$ cat config.mk
export PLATFORM = sky130hd
export DESIGN_NAME = tinydfu_boot_seq
export DESIGN_NICKNAME = d
export VERILOG_FILES = /design/src/rtl/tinydfu_boot_seq.sv
export SDC_FILE = /design/constraint.sdc
export NUM_CORES = 1
export LEC_CHECK = 0
export BUFFER_PORTS_ARGS = -buffer_cell sky130_fd_sc_hd__buf_2
export CORE_ASPECT_RATIO = 1.5
export CORE_UTILIZATION = 48
export CTS_CLUSTER_DIAMETER = 120
export DETAILED_ROUTE_END_ITERATION = 8
export PLACE_DENSITY = 0.63
export SYNTH_ARGS = -nofsm -noshare
export SYNTH_HDL_FRONTEND = slang
export SYNTH_SLANG_ARGS = --single-unit
$ cat constraint.sdc
create_clock -name clk -period 4.4 [get_ports clk]
set_input_delay 0 -clock clk [delete_from_list [all_inputs] [get_ports clk]]
set_output_delay 0 -clock clk [all_outputs]
set_load 0.02 [all_outputs]
$ cat src/rtl/tinydfu_boot_seq.sv
// Boot sequencer for a DFU bootloader: reset hold, autoboot countdown, DFU idle, USB detach gap, boot.
// Optional user-button detach path is enabled by defining BOOT_SEQ_BTN_EN.
module tinydfu_boot_seq #(
  parameter int unsigned RESET_HOLD     = 65535,
  parameter int unsigned CLK_HZ         = 12000000,
  parameter int unsigned BOOT_TIMEOUT_S = 5,
  parameter int unsigned DETACH_GAP     = 4095
) (
  input  logic       clk,
  input  logic       resetn,
  input  logic [7:0] dfu_state,
  input  logic       dfu_detach,
`ifdef BOOT_SEQ_BTN_EN
  input  logic       boot_btn,
`endif
  output logic       core_reset,
  output logic       usb_pull_en,
  output logic       boot_now,
  output logic       autoboot_active,
  output logic [2:0] seq_state
);

  localparam logic [31:0] BOOT_CYCLES = 32'(CLK_HZ * BOOT_TIMEOUT_S);
  localparam logic [31:0] BOOT_LOAD   = (BOOT_CYCLES == 32'd0) ? 32'd0 : BOOT_CYCLES - 32'd1;
  localparam logic [15:0] HOLD_LOAD   = 16'(RESET_HOLD - 1);
  localparam logic [15:0] GAP_LOAD    = 16'(DETACH_GAP - 1);
  localparam logic        AUTOBOOT_EN = (BOOT_TIMEOUT_S != 0);

  typedef enum logic [2:0] {
    S_RESET  = 3'd0,
    S_WAIT   = 3'd1,
    S_DFU    = 3'd2,
    S_DETACH = 3'd3,
    S_BOOT   = 3'd4
  } state_t;

  state_t      r_state;
  state_t      w_next;
  logic [15:0] r_hold_cnt;
  logic [15:0] r_det_cnt;
  logic [31:0] r_boot_cnt;
  logic        w_btn_det;
  logic        w_detach_req;

`ifdef BOOT_SEQ_BTN_EN
  logic [15:0] r_deb_cnt;

  // Saturating press-length counter; a full-scale count acts as a detach request.
  always_ff @(posedge clk) begin
    if (!resetn) begin
      r_deb_cnt <= 16'd0;
    end else if (!boot_btn) begin
      r_deb_cnt <= 16'd0;
    end else if (r_deb_cnt != 16'hFFFF) begin
      r_deb_cnt <= r_deb_cnt + 16'd1;
    end
  end

  assign w_btn_det = (r_deb_cnt == 16'hFFFF);
`else
  assign w_btn_det = 1'b0;
`endif

  assign w_detach_req = dfu_detach | w_btn_det;

  always_comb begin
    w_next = r_state;
    case (r_state)
      S_RESET: begin
        if (r_hold_cnt == 16'd0) w_next = AUTOBOOT_EN ? S_WAIT : S_DFU;
      end
      S_WAIT: begin
        // Detach wins over a host cancel, which wins over the timeout.
        if (w_detach_req)               w_next = S_DETACH;
        else if (dfu_state > 8'h02)     w_next = S_DFU;
        else if (r_boot_cnt == 32'd0)   w_next = S_BOOT;
      end
      S_DFU: begin
        if (w_detach_req) w_next = S_DETACH;
      end
      S_DETACH: begin
        if (r_det_cnt == 16'd0) w_next = S_BOOT;
      end
      S_BOOT:  w_next = S_BOOT;
      default: w_next = S_RESET;
    endcase
  end

  always_ff @(posedge clk) begin
    if (!resetn) begin
      r_state    <= S_RESET;
      r_hold_cnt <= HOLD_LOAD;
      r_boot_cnt <= 32'd0;
      r_det_cnt  <= 16'd0;
    end else begin
      r_state <= w_next;
      if (r_state == S_RESET && r_hold_cnt != 16'd0) r_hold_cnt <= r_hold_cnt - 16'd1;

      if (r_state != S_WAIT && w_next == S_WAIT)
        r_boot_cnt <= BOOT_LOAD;
      else if (r_state == S_WAIT && w_next == S_WAIT && r_boot_cnt != 32'd0)
        r_boot_cnt <= r_boot_cnt - 32'd1;

      if (r_state != S_DETACH && w_next == S_DETACH)
        r_det_cnt <= GAP_LOAD;
      else if (r_state == S_DETACH && r_det_cnt != 16'd0)
        r_det_cnt <= r_det_cnt - 16'd1;
    end
  end

  assign core_reset      = (r_state == S_RESET);
  assign usb_pull_en     = (r_state == S_WAIT) || (r_state == S_DFU);
  assign boot_now        = (r_state == S_BOOT);
  assign autoboot_active = (r_state == S_WAIT);
  assign seq_state       = r_state;

endmodule

==> flow_metrics.tcl <==
set metrics [dict create \
    relSlewSlack 0.217 \
    syn_avg_cell_area_um2 8.63 \
    drv_slew 0 \
    finalWirelength_um 7990 \
    status "completed" \
    antenna_found_initial 0 \
    nets 428 \
    cts_buffer_depth 2 \
    cts-buffers-inserted 9 \
    cts.sinks 67 \
    fp-row-count 37 \
    port_buffers 17 \
    cp.arrival_ps 3140 \
    synth_ff_type "dfxtp_1" \
    worst_pin_slew_ps 1170 \
    worstRegToRegCells 5 \
    whs_ps 129 \
    cts-root-buf "clkbuf_8" \
    n_antenna_cell 0 \
    min_from "resetn" \
    hold_path_depth 2 \
    fmax_mhz 345 \
    powerDensity_mw_per_mm2 306 \
    postCtsSetupRepairBufs 0 \
    via_per_inst 6.30 \
    die_x_um 71.5 \
    initial_core_util 0.501 \
    synth_edf_count 0 \
    clkTransAtPathRegs_ps 70 \
    dp_hpwl_um 5600 \
    ys_ff_latch 67 \
    tns_ps 0 \
    critical_path.startpoint_type "flop" \
    syn2layout_area_growth_pct 9.24 \
    timing.rr.start "r_boot_cnt[15]$_SDFFE_PN0P_" \
    wire_per_inst_um 16.1 \
    rsz0062_at_grt "false" \
    drive_gt1_frac 0.129 \
    critPathCaptureType "flop" \
    p_total_uw 1160 \
    path_class "flop to flop" \
    synthesis.nets 417 \
    core_area_mm2 0.00694 \
    critPathRequiredTime_ps 4640 \
    dieArea_mm2 0.00760 \
    ant_nets 0 \
    drt_pass1_iterations 5 \
    cts_tree "yes" \
    yosysWarnings 0 \
    irDropWorstVdd_mv 0.153 \
    fin_crit_ps 2900 \
    grt_usage 0.230 \
    htree_levels 3 \
    cts_hold_buffers 0 \
    ctsResizeCount 0 \
    p_leak_uw 0.00138 \
    yosysSeqAreaShare 0.385 \
    grt.overflow.total 0 \
    min_to "r_hold_cnt[3]$_SDFFE_PN1P_" \
    yosys.cell_types.count 52 \
    synthesis.area_mm2 0.00348 \
    synth_cells 403 \
    hold_class "primary input to flop" \
    skew_ps 6.33 \
    clk_latency_ps 350 \
    post-route-period-util 0.658 \
    die_y_um 106 \
    fillCellCount 662 \
    grt_pass1_vias 2922 \
    grt_max_degree 35 \
    vias 3124 \
    async_reset_ff_frac 0 \
    setup_viol 0 \
    grt_pass1_wl_um 13700 \
    ios 18 \
    hold_violations 0 \
    path_max_fanout 20 \
    drc 0 \
    first_iter_violations 150 \
    gp_congestion 0.827 \
    maxCapViolCount 0 \
    r2r_end "r_boot_cnt[17]$_SDFFE_PN0P_" \
    r2r_slack_ps 1500 \
]
## worst max path at each step
stage	from	end	slack, ps
global route	r_boot_cnt[2]$_SDFFE_PN0P_	r_boot_cnt[17]$_SDFFE_PN0P_	1220
CTS	r_boot_cnt[15]$_SDFFE_PN0P_	r_boot_cnt[20]$_SDFFE_PN0P_	1500
global placement	r_boot_cnt[15]$_SDFFE_PN0P_	r_boot_cnt[20]$_SDFFE_PN0P_	1570
floorplan	seq_state[0]$_SDFF_PN0_	r_boot_cnt[6]$_SDFFE_PN0P_	1730
finish	r_boot_cnt[15]$_SDFFE_PN0P_	r_boot_cnt[17]$_SDFFE_PN0P_	1500
detailed placement	r_boot_cnt[15]$_SDFFE_PN0P_	r_boot_cnt[20]$_SDFFE_PN0P_	1530
## final cells by class
| type | instances | area [um2] | area share |
|---|---|---|---|
| Multi-Input combinational cell | 304 | 2020 | 0.530 |
| Sequential cell | 67 | 1340 | 0.353 |
| Clock buffer | 13 | 159 | 0.0418 |
| Timing Repair Buffer | 20 | 108 | 0.0283 |
| Tap cell | 78 | 97.6 | 0.0257 |
| Inverter | 12 | 45.0 | 0.0118 |
| Clock inverter | 2 | 35.0 | 0.00922 |
## placed cells by master (no fill, tap or decap), types with 4 or more instances in the layout
| cell type | count |
|---|---|
| xor2_1 | 8 |
| nor4_1 | 19 |
| nor3b_1 | 6 |
| or3_1 | 21 |
| o31a_1 | 17 |
| nand3_1 | 17 |
| a21oi_1 | 22 |
| o21ai_0 | 12 |
| nand2_1 | 19 |
| dfxtp_1 | 67 |
| a211oi_1 | 6 |
| clkbuf_8 | 11 |
| buf_2 | 17 |
| nor3_1 | 8 |
| and2_1 | 4 |
| inv_1 | 10 |
| or4_1 | 24 |
| and4_1 | 7 |
| nor2_1 | 21 |
| xnor2_1 | 8 |
| or2_2 | 10 |
| nand4_1 | 9 |
| a31oi_1 | 7 |
| o31ai_1 | 16 |
| and3_1 | 4 |
## state kept, by name, summed over array words and instances (netlist names)
name,count
r_boot_cnt,32
r_det_cnt,16
r_hold_cnt,16
seq_state,3
## where the power goes
group	switching [uW]	internal, uW	leakage [uW]
Sequential	3.63	610	0.000541
Combinational	20.3	11.8	0.000736
Clock	228	289	0.0000995
Total	252	911	0.00138
## Yosys cell counts (12+ instances only)
master,count,area (um2)
o21ai_0,12,60.1
nor2_1,21,78.8
nor4_1,19,119
nand3_1,17,85.1
or3_1,21,131
nand2_1,19,71.3
o31a_1,17,149
dfxtp_1,67,1340
clkbuf_1,18,67.6
a21oi_1,22,110
or4_1,24,180
o31ai_1,16,120
## logic make-up (layout without fill, tap and decap cells)
group	count (synthesis)	count (layout)	synth area share
xor+xnor	16	16	0.0403
fa+ha+maj	3	3	0.0108
buf+inv	32	47	0.0352
mux	3	3	0.00935
flops	67	67	0.385
simple gates	187	187	0.330
compound gates	95	95	0.189
## routing by layer
layer  vias up  global-route usage  part of all wire
met5         -                   0                 0
met4         0               0.140             0.028
met3        16              0.0284             0.021
met2        44               0.406              0.51
met1      1489               0.260              0.44
li1       1575                   -                 -
## through the flow
step	area [um2]	setup slack, ps	util	cells
2_1_floorplan	3480	1730	-	403
3_3_place_gp	3610	1570	0.519	481
3_5_place_dp	3610	1530	0.519	481
4_1_cts	3800	1500	0.547	496
5_1_grt	3800	1220	0.547	496
6_report	3800	1500	0.547	496
## worst max-delay path, cell delays in order, from the launching register on
cell	delay, ps
dfxtp_1	350
or4_4	560
or4_4	530
o21ai_1	930
nor4_1	90
o31a_1	320
No activity file was read; power rests on OpenSTA's default activity.
